## config.mk

```make
export PLATFORM = sky130hd
export DESIGN_NAME = gray_rx_decoder
export DESIGN_NICKNAME = d
export VERILOG_FILES = /design/src/rtl/gray_rx_decoder.sv
export SDC_FILE = /design/constraint.sdc
export NUM_CORES = 1
export LEC_CHECK = 0
export BUFFER_PORTS_ARGS = -buffer_cell sky130_fd_sc_hd__buf_2
export CORE_MARGIN = 5
export CORE_UTILIZATION = 40
export CTS_CLUSTER_SIZE = 40
export DETAILED_ROUTE_END_ITERATION = 10
export SLEW_MARGIN = 0
export SYNTH_ARGS = -nofsm -noshare
export SYNTH_HDL_FRONTEND = slang
export SYNTH_SLANG_ARGS = --single-unit
```

## constraint.sdc

```tcl
create_clock -name clk -period 3.2 [get_ports clk]
set_clock_uncertainty 0.2 [all_clocks]
set_input_delay 0.32 -clock clk [delete_from_list [all_inputs] [get_ports clk]]
set_output_delay 0.32 -clock clk [all_outputs]
set_load 0.02 [all_outputs]
```

## src/rtl/gray_rx_decoder.sv

```systemverilog
// Gray-code receive monitor: decodes a valid-qualified Gray word and classifies each step.
// Outputs register one cycle after the accepting edge; no backpressure, every valid sample is taken.
module gray_rx_decoder #(
  parameter int WIDTH     = 3,
  parameter int ERR_CNT_W = 8
) (
  input  logic                 clk,
  input  logic                 rst,
  input  logic [WIDTH-1:0]     gray_in,
  input  logic                 gray_valid,
  output logic [WIDTH-1:0]     bin_out,
  output logic                 bin_valid,
  output logic                 dir_up,
  output logic                 step_err,
  output logic                 wrap_pulse,
  output logic                 locked,
  output logic [ERR_CNT_W-1:0] err_count
);

  typedef enum logic [1:0] {
    S_IDLE   = 2'd0,
    S_LOCKED = 2'd1,
    S_ERROR  = 2'd2
  } state_t;

  state_t               r_state;
  logic [WIDTH-1:0]     r_ref;
  logic [WIDTH-1:0]     r_bin;
  logic                 r_bin_valid;
  logic                 r_dir_up;
  logic                 r_step_err;
  logic                 r_wrap;
  logic                 r_locked;
  logic [ERR_CNT_W-1:0] r_err_count;

  logic [WIDTH-1:0]     w_bin;
  logic                 w_acc;
  logic [WIDTH-1:0]     w_delta;
  logic                 w_up;
  logic                 w_down;
  logic                 w_hold;
  logic                 w_wrap;

  // Running XOR from the MSB down gives each binary bit.
  always_comb begin
    w_acc = 1'b0;
    w_bin = '0;
    for (int i = WIDTH - 1; i >= 0; i--) begin
      w_acc    = w_acc ^ gray_in[i];
      w_bin[i] = w_acc;
    end
  end

  assign w_delta = w_bin - r_ref;
  assign w_up    = (w_delta == WIDTH'(1));
  assign w_down  = (w_delta == '1);
  assign w_hold  = (w_delta == '0);
  assign w_wrap  = (w_up && (r_ref == '1)) || (w_down && (r_ref == '0));

  always_ff @(posedge clk) begin
    if (rst) begin
      r_state     <= S_IDLE;
      r_ref       <= '0;
      r_bin       <= '0;
      r_bin_valid <= 1'b0;
      r_dir_up    <= 1'b1;
      r_step_err  <= 1'b0;
      r_wrap      <= 1'b0;
      r_locked    <= 1'b0;
      r_err_count <= '0;
    end else begin
      r_bin_valid <= 1'b0;
      r_step_err  <= 1'b0;
      r_wrap      <= 1'b0;
      if (gray_valid) begin
        r_bin       <= w_bin;
        r_bin_valid <= 1'b1;
        r_ref       <= w_bin;
        case (r_state)
          S_LOCKED: begin
            if (w_up || w_down || w_hold) begin
              if (w_up)   r_dir_up <= 1'b1;
              if (w_down) r_dir_up <= 1'b0;
              r_wrap <= w_wrap;
            end else begin
              r_step_err <= 1'b1;
              if (r_err_count != '1) r_err_count <= r_err_count + 1'b1;
              r_state    <= S_ERROR;
              r_locked   <= 1'b0;
            end
          end
          default: begin
            // IDLE and ERROR both (re)acquire the reference without checking.
            r_state  <= S_LOCKED;
            r_locked <= 1'b1;
          end
        endcase
      end
    end
  end

  assign bin_out    = r_bin;
  assign bin_valid  = r_bin_valid;
  assign dir_up     = r_dir_up;
  assign step_err   = r_step_err;
  assign wrap_pulse = r_wrap;
  assign locked     = r_locked;
  assign err_count  = r_err_count;

endmodule

```

## After elaboration in Yosys (flattened, before gate mapping)

Index checks and enable logic that the tools add are counted.

| storage, ports and cells | value |
|---|---|
| register bits after elaboration | 18 |
| input port bits | 6 |

| operators by class | value |
|---|---|
| add/sub/neg operators | 2 |
| equal/unequal tests | 6 |
| muxes and demuxes | 8 |
| bitwise logic cells | 5 |
| reduce and logical (&&, ||, !) cells | 13 |

Operator list:

| cell | number |
|---|---|
| 8-bit by 1-bit adder with 8-bit output, second input constant | 1 |
| 8-bit inequality test, second input constant | 1 |
| 4-bit AND reduction | 2 |
| 3-bit equality test, second input constant | 2 |
| 3-bit logical NOT | 2 |
| 1-bit 2-to-1 mux | 6 |
| 2-bit 2-to-1 mux | 2 |
| 4-bit OR reduction | 1 |
| 3-bit by 1-bit equality test with 1-bit output, second input constant | 1 |
| 1-bit logical OR | 3 |
| 1-bit inverter | 3 |
| 3-bit OR reduction | 1 |
| 3-bit subtractor | 1 |
| 2-bit by 1-bit equality test with 1-bit output, second input constant | 1 |
| 1-bit logical AND | 2 |
| 2-bit inequality test, second input constant | 1 |
| 2-bit AND reduction | 1 |
| 2-bit nonzero test | 1 |
| 1-bit XOR | 2 |

## Depth between registers and ports, before layout

Gate-level depths: netlist (run 1).

| depth | value |
|---|---|
| depth in word-level cells | 8 |
| mapped depth | 9 |
| gate-level depth less buffers | 8 |

## Worst setup path after synthesis (run 1)

OpenSTA, ideal clock, no wires.

| timing path | value |
|---|---|
| path kind | input -> register |
| start point | input port gray_in[2] |
| end point | register r_err_count[4] (netlist: err_count[4]) |
| arrival time | 2.597 ns |
| data required time | 2.879 ns |
| slack | 0.283 ns |
| cell stages on the path | 9 |
| buffers on the path | 1 |
| cells stage by stage | xnor2_1 xor2_1 ha_1 fa_1 xnor3_2 mux2_4 buf_6 nor3_1 mux2_2 |

| on the way | value |
|---|---|
| word-level cells in the longest chain between the ends | 8 |
| elaborated cells between the ends (all ways) | 10 |
| classes of those cells | add/sub: 1; eq/ne: 2; bitwise: 3; reduce/logical: 4 |

RTL lines:

| element | RTL line | RTL |
|---|---|---|
| start: declaration | 9 | `input logic [WIDTH-1:0] gray_in,` |
| 1-bit XOR (2 in a row) | 49 | `w_acc = w_acc ^ gray_in[i];` |
| 3-bit subtractor (*) | 54 | `assign w_delta = w_bin - r_ref;` |
| 3-bit by 1-bit equality test with 1-bit output / 3-bit equality test (equally long branches) | 55, 56 |  |
| 1-bit logical OR | 81 | `if (w_up \|\| w_down \|\| w_hold) begin` |
| 1-bit logical OR (*) | 81 |  |
| 1-bit inverter (no line) (*) | - |  |
| 4-bit AND reduction (no line) (*) | - |  |
| end signal: assignment | 87 | `if (r_err_count != '1) r_err_count <= r_err_count + 1'b1;` |
| end: declaration | 34 | `logic [ERR_CNT_W-1:0] r_err_count;` |

Mark *: on every way between the ends. The rest lies on a longest branch, timed or not.
A chain may end at the register's enable or synchronous reset.

## Final worst setup path (run 1)

| timing path | value |
|---|---|
| start point | input port gray_in[2] |
| end point | register r_err_count[5] (netlist: err_count[5]) |

The elaborated chain is that of the path after synthesis.

==> results of run 1 <==
[flip-flops by register name (all words and copies together) (netlist names)]
| register | flops |
|---|---|
| err_count | 8 |
| bin_out | 3 |
| r_state | 2 |
| bin_valid | 1 |
| dir_up | 1 |
| step_err | 1 |
| wrap_pulse | 1 |
[placed cells by master, fill, tap and decap left out, drive strengths merged, types with 4 or more instances in the layout]
cell   instances
o21ai          4
buf           22
dfxtp         17
mux2           5
inv            6
nor2          11
nor2b          5
a21oi          6
[worst max-delay path, stage by stage]
cell	delay (ps)
buf_2	130
xnor2_1	240
xor2_1	120
ha_1	200
fa_1	400
xnor3_2	290
mux2_4	380
nor4_1	300
mux2_2	360
[per-stage QoR]
stage	hold slack [ps]	area [um^2]
floorplan	256	897
global placement	269	1000
detailed placement	287	1000
CTS	112	1030
global route	134	1030
finish	118	1030
[cells by family (layout without fill, tap and decap cells)]
| logic type | Yosys count | in the layout | share of synthesized area |
|---|---|---|---|
| muxes | 7 | 7 | 0.0893 |
| adders and majority gates | 3 | 3 | 0.0502 |
| buffers and inverters | 10 | 32 | 0.0697 |
| DFF | 17 | 17 | 0.379 |
| xor gates and xnor gates | 4 | 4 | 0.0558 |
| AOI/OAI and AO/OA | 17 | 17 | 0.116 |
| and+or+nand+nor | 39 | 39 | 0.240 |
[report_power, final]
group          internal [uW]  switching, uW  leakage [uW]
clock                   46.4           67.9     0.0000177
sequential               220           8.51      0.000138
combinational           44.2           62.3      0.000299
[cell type report]
| type | instances | area share |
|---|---|---|
| repair buffers | 22 | 0.109 |
| well taps | 28 | 0.0339 |
| multi-input cells | 70 | 0.479 |
| clock buffers | 3 | 0.0218 |
| inverters | 6 | 0.0218 |
| clock inverters | 1 | 0.00485 |
| flip-flops and latches | 17 | 0.330 |
[path summary, 6_finish.rpt]
kind | from | endpoint | slack (ps) | depth (start not counted)
worst min-delay path | gray_valid | bin_out[1] | 120 | 2
worst max register to register | bin_out[0] | err_count[5] | 570 | 6
worst max-delay path | gray_in[2] | err_count[5] | 430 | 9
worst min register to register | r_state[1] | r_state[1] | 300 | 2
[layer usage]
layer  GRT usage  vias to the layer above  part of all wire
met5           0                        -                 0
met2       0.203                       18              0.49
met3      0.0385                        4             0.062
li1            -                      387                 -
met1       0.144                      369              0.42
met4      0.0596                        0             0.019
==> impl_metrics.tcl, run 1 <==
set metrics [dict create \
    synth_nets 106 \
    hold_buffers 0 \
    synth_top_area_share 0.379 \
    finalWeightedCongestion 0.723 \
    worst_setup_path_end_kind "register" \
    dieArea_um2 3290 \
    numCtsBuffers 3 \
    finalNonFillerCells 147 \
    criticalPathCategory "in -> reg" \
    yosys.area.top_type "dfxtp_1" \
    fp-row-count 17 \
    postCtsSetupRepairBufs 0 \
    initial_core_util 0.413 \
    yosysMostFrequentCell "dfxtp_1" \
    drive_gt1_frac 0.277 \
    cp-start-kind "input port" \
    routedWlPerCell_um 12.3 \
    grt_overflow 0 \
    ys_ff_latch 17 \
    fin_setup_tns_ps 0 \
    num_io_pins 22 \
    async_flop_share 0 \
    hold_path_class "in -> reg" \
    cts_max_level 1 \
    rsz0062_at_grt "false" \
    setup_slack_ps 431 \
    ys_seq_area_frac 0.379 \
    synth_area_um2 897 \
    dp_hpwl_um 1400 \
    die_h_um 57.4 \
    area_growth_pct 15.1 \
    syn_inst 97 \
    synth_cell_types 35 \
    drv_slew 0 \
    worstMarginPinSlew_ps 645 \
    max-cap-violations 0 \
    power_per_cell_area_nw_per_um2 436 \
    clock_latency_ps 290 \
    path_max_fanout 13 \
    first_pass_iters 4 \
    nNetsFinal 129 \
    grt_pass1_vias 717 \
    fmax_ghz 0.361 \
    final_core_util 0.476 \
    synth_edf_count 0 \
    coreArea_um2 2170 \
    synthFlopType "dfxtp_1" \
    fin_crit_ps 2770 \
    multiInputGateArea_um2 494 \
    slew_headroom 0.565 \
    grtUsageTotal 0.123 \
    first_iter_violations 15 \
    cts_tree "done" \
    final_antenna_net_count 0 \
    diodes 0 \
    cts_resized 0 \
    clockBufferDepth 2 \
    netlist_top_cells_area "dfxtp_1 (38%), mux2_2 (5.0%), nor2_1 (4.6%)" \
    crit_required_ps 3180 \
    hold_violations 0 \
    finalWirelength_um 1810 \
    power_uw 450 \
    path_clk_slew_ps 100 \
    die_w_um 57.4 \
    dp_slack_ps 85.7 \
    ir_drop_v 0.000220 \
    synth_warnings 0 \
    cts_root_buf "clkbuf_4" \
    viasPerCell 5.29 \
    leakage_uw 0.000456 \
    route.detailed.drc 0 \
    min_period_over_period 0.865 \
    setup_viol 0 \
    status "completed" \
    seq_area_um2 340 \
    cp.arrival_ps 2750 \
    via_count 778 \
    ys_top_cells_by_count "dfxtp_1 (17), nor2_1 (11), a21oi_1 (6), inv_1 (6), nor2b_1 (5)" \
    portBuffers 21 \
    clock-sinks 17 \
    fillCellCount 225 \
    syn_area_per_cell_um2 9.25 \
    grt_pass1_wl_um 3160 \
    antenna_found_initial 0 \
    grt_max_degree 20 \
    dp_cells 143 \
]
No activity file was read; power rests on OpenSTA's default activity.
==> run 2: changes to the inputs <==
- ABC_CLOCK_PERIOD_IN_PS: default -> 3200
- CTS_CLUSTER_SIZE: 40 -> default
- GPL_TIMING_DRIVEN: default -> 0
==> run 2 against run 1 <==
  * Highest routed layer unchanged
  * Combinational power increased by 11%
  * Setup slack got worse by 160 ps
  * Sequential share of layout area decreased by 0.67 points
  * Cell count increased by 0.68%
  * Hold slack got worse by 37 ps
  * Clock-buffer cell count increased by 1
==> impl_metrics.tcl, run 2 (synthesis gave the netlist of run 1 again) <==
set metrics [dict create \
    status "completed" \
    grt_overflow 0 \
    hold_violations 0 \
    placed_cell_area_um2 1030 \
    grtUsageTotal 0.118 \
    hold_buffers 0 \
    layout.cells.most_common_list "buf_2 (19), dfxtp_1 (17), nor2_1 (11), a21oi_1 (6), inv_1 (6)" \
    grt_pass1_vias 705 \
    swShare 0.307 \
    ir_drop_v 0.000270 \
    slowest_delay_ps 410 \
    route.detailed.drc 0 \
    crit_chain "buf_2 -> xnor2_1 -> xor2_1 -> ha_1 -> fa_1 -> xnor3_2 -> mux2_4 -> nor4_1 -> mux2_2" \
    die_w_um 57.4 \
    whs_ps 81.2 \
    max-cap-violations 0 \
    cpMaxStageDelayCell "fa_1" \
    numCtsBuffers 3 \
    drv_slew 0 \
    gr-usage-met2 0.189 \
    clock_latency_ps 290 \
    drive_gt1_frac 0.267 \
    clock-sinks 17 \
    grt_pass1_wl_um 3040 \
    die_h_um 57.4 \
    multiInputGateArea_um2 494 \
    fin_area_um2 1050 \
    power_per_cell_area_nw_per_um2 441 \
    power.share.clock 0.251 \
    grtUsageMet3 0.0271 \
    routedWlPerCell_um 12.3 \
    rsz0062_at_grt "false" \
    viasPerCell 5.00 \
    portBuffers 19 \
    cts_tree "done" \
    dp_cells 144 \
    layout_commonest_cell "buf_2" \
    gr-usage-met1 0.146 \
    cp-start-kind "input port" \
    setup_slack_ps 273 \
    leakage_uw 0.000461 \
    clockBufferDepth 2 \
    finalNonFillerCells 148 \
    finalWirelength_um 1820 \
    cts_max_level 1 \
    fin_crit_ps 2930 \
    dp_hpwl_um 1340 \
    p_int_uw 322 \
    path_clk_slew_ps 110 \
    diodes 0 \
    criticalPathCategory "in -> reg" \
    fillCellCount 220 \
    first_pass_iters 4 \
    path_max_fanout 4 \
    dp_slack_ps -66.2 \
    initial_core_util 0.413 \
    crit_required_ps 3190 \
    final_antenna_net_count 0 \
    p_sw_uw 143 \
    p_comb_frac 0.256 \
    seqPwrFrac 0.493 \
    num_io_pins 22 \
    cts_root_buf "clkbuf_4" \
    seq_area_um2 340 \
    postCtsSetupRepairBufs 0 \
    worstMarginPinSlew_ps 672 \
    coreArea_um2 2170 \
    regToRegSetupSlack_ps 550 \
    fp-row-count 17 \
    min_period_over_period 0.915 \
    worst_setup_path_end_kind "register" \
    dieArea_um2 3290 \
    largest_reg_flops 8 \
    busiest_layer "met2" \
    nNetsFinal 130 \
    antenna_found_initial 0 \
    cp.arrival_ps 2920 \
    setup_viol 0 \
    cts_resized 0 \
    first_iter_violations 14 \
    grt_max_degree 11 \
    slew_headroom 0.547 \
    hold_path_class "in -> reg" \
    area_growth_pct 17.4 \
    finalWeightedCongestion 0.783 \
    fin_setup_tns_ps 0 \
    fmax_ghz 0.342 \
    via_count 740 \
]
-- run 2: cell types whose count changed in the layout (fill, tap and decap cells not counted) --
cell	change
buf_2	-2
buf_4	-1
buf_6	+2
clkbuf_1	+2
clkbuf_8	+1
clkinv_2	-1
-- run 2: area by class of cell --
| type | count | share of cell area |
|---|---|---|
| well taps | 28 | 0.0333 |
| repair buffers | 19 | 0.0903 |
| flip-flops and latches | 17 | 0.323 |
| plain buffers | 4 | 0.0380 |
| multi-input cells | 70 | 0.469 |
| inverters | 6 | 0.0214 |
| clock buffers | 4 | 0.0249 |
-- run 2: per-stage QoR --
stage                     power [uW]  utilization
after floorplan                  324            -
after global routing             496        0.486
after detailed placement         352        0.473
after global placement           350        0.473
final                            464        0.486
after CTS                        470        0.486
-- run 2: final timing paths --
check / depth (start not counted) / endpoint / from
setup / recovery: 9 / err_count[7] / gray_in[2]
hold / removal: 2 / bin_valid / rst
setup reg to reg: 6 / err_count[7] / bin_out[0]
hold reg to reg: 2 / r_state[1] / r_state[1]
-- run 2: metal layers --
layer | share of wire | vias to the layer above
met3 | 0.060 | 2
met2 | 0.46 | 14
met5 | 0 | -
met4 | 0.0071 | 0
met1 | 0.47 | 330
li1 | - | 394
-- run 2: worst max-delay path: cells and delay by family --
family | cells | cell delay [ps]
XOR/XNOR | 3 | 770
multiplexers | 2 | 720
adder cells (fa/ha/maj) | 2 | 630
AND/OR/NAND/NOR | 1 | 350
buffers and inverters | 1 | 130
-- run 2: power by group through the flow --
stage,clock network [uW],logic [uW],registers (uW)
2_1_floorplan,0,81.9,242
3_3_place_gp,0,117,233
3_5_place_dp,0,118,234
4_1_cts,122,119,229
5_1_grt,133,132,231
6_report,117,119,229
==> run 3: changes to the inputs <==
- CTS_BUF_LIST: default -> sky130_fd_sc_hd__clkbuf_2
- SETUP_SLACK_MARGIN: default -> 0.1
==> run 3 against run 2 <==
  * Cell count unchanged
  * Clock power shrank 13%
  * Hold slack got worse by 16 ps
  * Critical path type unchanged
  * Design area shrank 0.59%
  * Highest routed layer unchanged
  * Wire length is 1.2% lower
==> impl_metrics.tcl, run 3 (synthesis gave the netlist of run 1 again) <==
set metrics [dict create \
    status "completed" \
    cpMaxStageDelayCell "fa_1" \
    clock-sinks 17 \
    cts_root_buf "clkbuf_2" \
    die_w_um 57.4 \
    r2r_cells 6 \
    worst_setup_path_end_kind "register" \
    grt_pass1_vias 705 \
    hold_buffers 0 \
    finalWirelength_um 1800 \
    dieArea_um2 3290 \
    crit_required_ps 3220 \
    setup_viol 0 \
    grt_pass1_wl_um 3040 \
    ir_drop_v 0.000268 \
    r2r-start "bin_out[0]" \
    worst_r2r_endpoint "err_count[7]" \
    power_per_cell_area_nw_per_um2 430 \
    worstMarginPinSlew_ps 650 \
    first_iter_violations 14 \
    seqPwrFrac 0.509 \
    cts_tree "done" \
    hold_path_class "in -> reg" \
    path_max_fanout 4 \
    largest_reg_flops 8 \
    max-cap-violations 0 \
    num_io_pins 22 \
    slew_headroom 0.562 \
    final_antenna_net_count 0 \
    power_uw 450 \
    cp-start-kind "input port" \
    viasPerCell 5.06 \
    p_int_uw 307 \
    postCtsSetupRepairBufs 0 \
    via_count 749 \
    initial_core_util 0.413 \
    fp-row-count 17 \
    rsz0062_at_grt "false" \
    grtUsageTotal 0.118 \
    cp.arrival_ps 2920 \
    finalWeightedCongestion 0.783 \
    die_h_um 57.4 \
    path_clk_slew_ps 180 \
    cts_max_level 1 \
    area_growth_pct 16.7 \
    min_period_over_period 0.906 \
    fin_setup_tns_ps 0 \
    crit_chain "buf_2 -> xnor2_1 -> xor2_1 -> ha_1 -> fa_1 -> xnor3_2 -> mux2_4 -> nor4_1 -> mux2_2" \
    fmax_ghz 0.345 \
    clockBufferDepth 2 \
    nNetsFinal 130 \
    grt_overflow 0 \
    leakage_uw 0.000462 \
    first_pass_iters 4 \
    dp_hpwl_um 1340 \
    drive_gt1_frac 0.275 \
    hp-start "rst" \
    layout.cells.most_common_list "buf_2 (19), dfxtp_1 (17), nor2_1 (11), a21oi_1 (6), inv_1 (6)" \
    hold_end "bin_valid" \
    portBuffers 19 \
    grt_max_degree 11 \
    route.detailed.drc 0 \
    numCtsBuffers 3 \
    hold_violations 0 \
    antenna_found_initial 0 \
    p_comb_frac 0.263 \
    swShare 0.318 \
    coreArea_um2 2170 \
    regToRegSetupSlack_ps 560 \
    slowest_delay_ps 410 \
    layout_commonest_cell "buf_2" \
    hold_depth 2 \
    cts_resized 0 \
    fin_crit_ps 2900 \
    criticalPathCategory "in -> reg" \
    drv_slew 0 \
    routedWlPerCell_um 12.1 \
    diodes 0 \
    clock_latency_ps 300 \
    power.share.clock 0.227 \
    p_sw_uw 143 \
]
run 3: worst max-delay path by stage:
| stage | startpoint | to | slack, ps | cells past startpoint |
|---|---|---|---|---|
| global route | gray_in[2] | err_count[7] | 200 | 9 |
| detailed placement | gray_in[2] | err_count[7] | -70 | 9 |
| floorplan | gray_in[2] | err_count[4] | 280 | 9 |
| finish | gray_in[2] | err_count[7] | 300 | 9 |
| CTS | gray_in[2] | err_count[7] | 280 | 9 |
| global placement | gray_in[2] | err_count[7] | -30 | 9 |
run 3: routing by layer:
layer	track usage	up-vias	wire, um
met5	0	-	0
met4	0.0629	0	10
met3	0.0271	2	112
met2	0.189	18	833
met1	0.146	335	841
li1	-	394	-
run 3: cell type report:
type	instances	area, um^2
Buffer	4	40.0
Clock buffer	4	20.0
Fill cell	218	1120
Inverter	6	22.5
Multi-Input combinational cell	70	494
Sequential cell	17	340
Tap cell	28	35.0
Timing Repair Buffer	19	95.1
run 3: metrics by stage:
step / hold slack [ps] / setup slack, ps / util / instance area (um^2) / instances
3_5_place_dp: 285 / -66.2 / 0.473 / 1030 / 144
2_1_floorplan: 256 / 283 / - / 897 / 97
3_3_place_gp: 273 / -29.1 / 0.473 / 1030 / 144
4_1_cts: 42.8 / 280 / 0.483 / 1050 / 148
5_1_grt: 49.5 / 197 / 0.483 / 1050 / 148
6_report: 65.4 / 302 / 0.483 / 1050 / 148
run 3: power by group through the flow:
stage | Clock, uW | Sequential [uW] | Combinational [uW]
2_1_floorplan | 0 | 242 | 81.9
3_3_place_gp | 0 | 233 | 117
6_report | 102 | 229 | 119
3_5_place_dp | 0 | 234 | 118
5_1_grt | 117 | 231 | 132
4_1_cts | 106 | 229 | 119
run 3: critical path, delay by kind of cell:
kind,cells,cell delay (ps)
AND/OR/NAND/NOR,1,340
XOR/XNOR,3,770
multiplexers,2,720
adder cells (fa/ha/maj),2,630
buffers and inverters,1,130
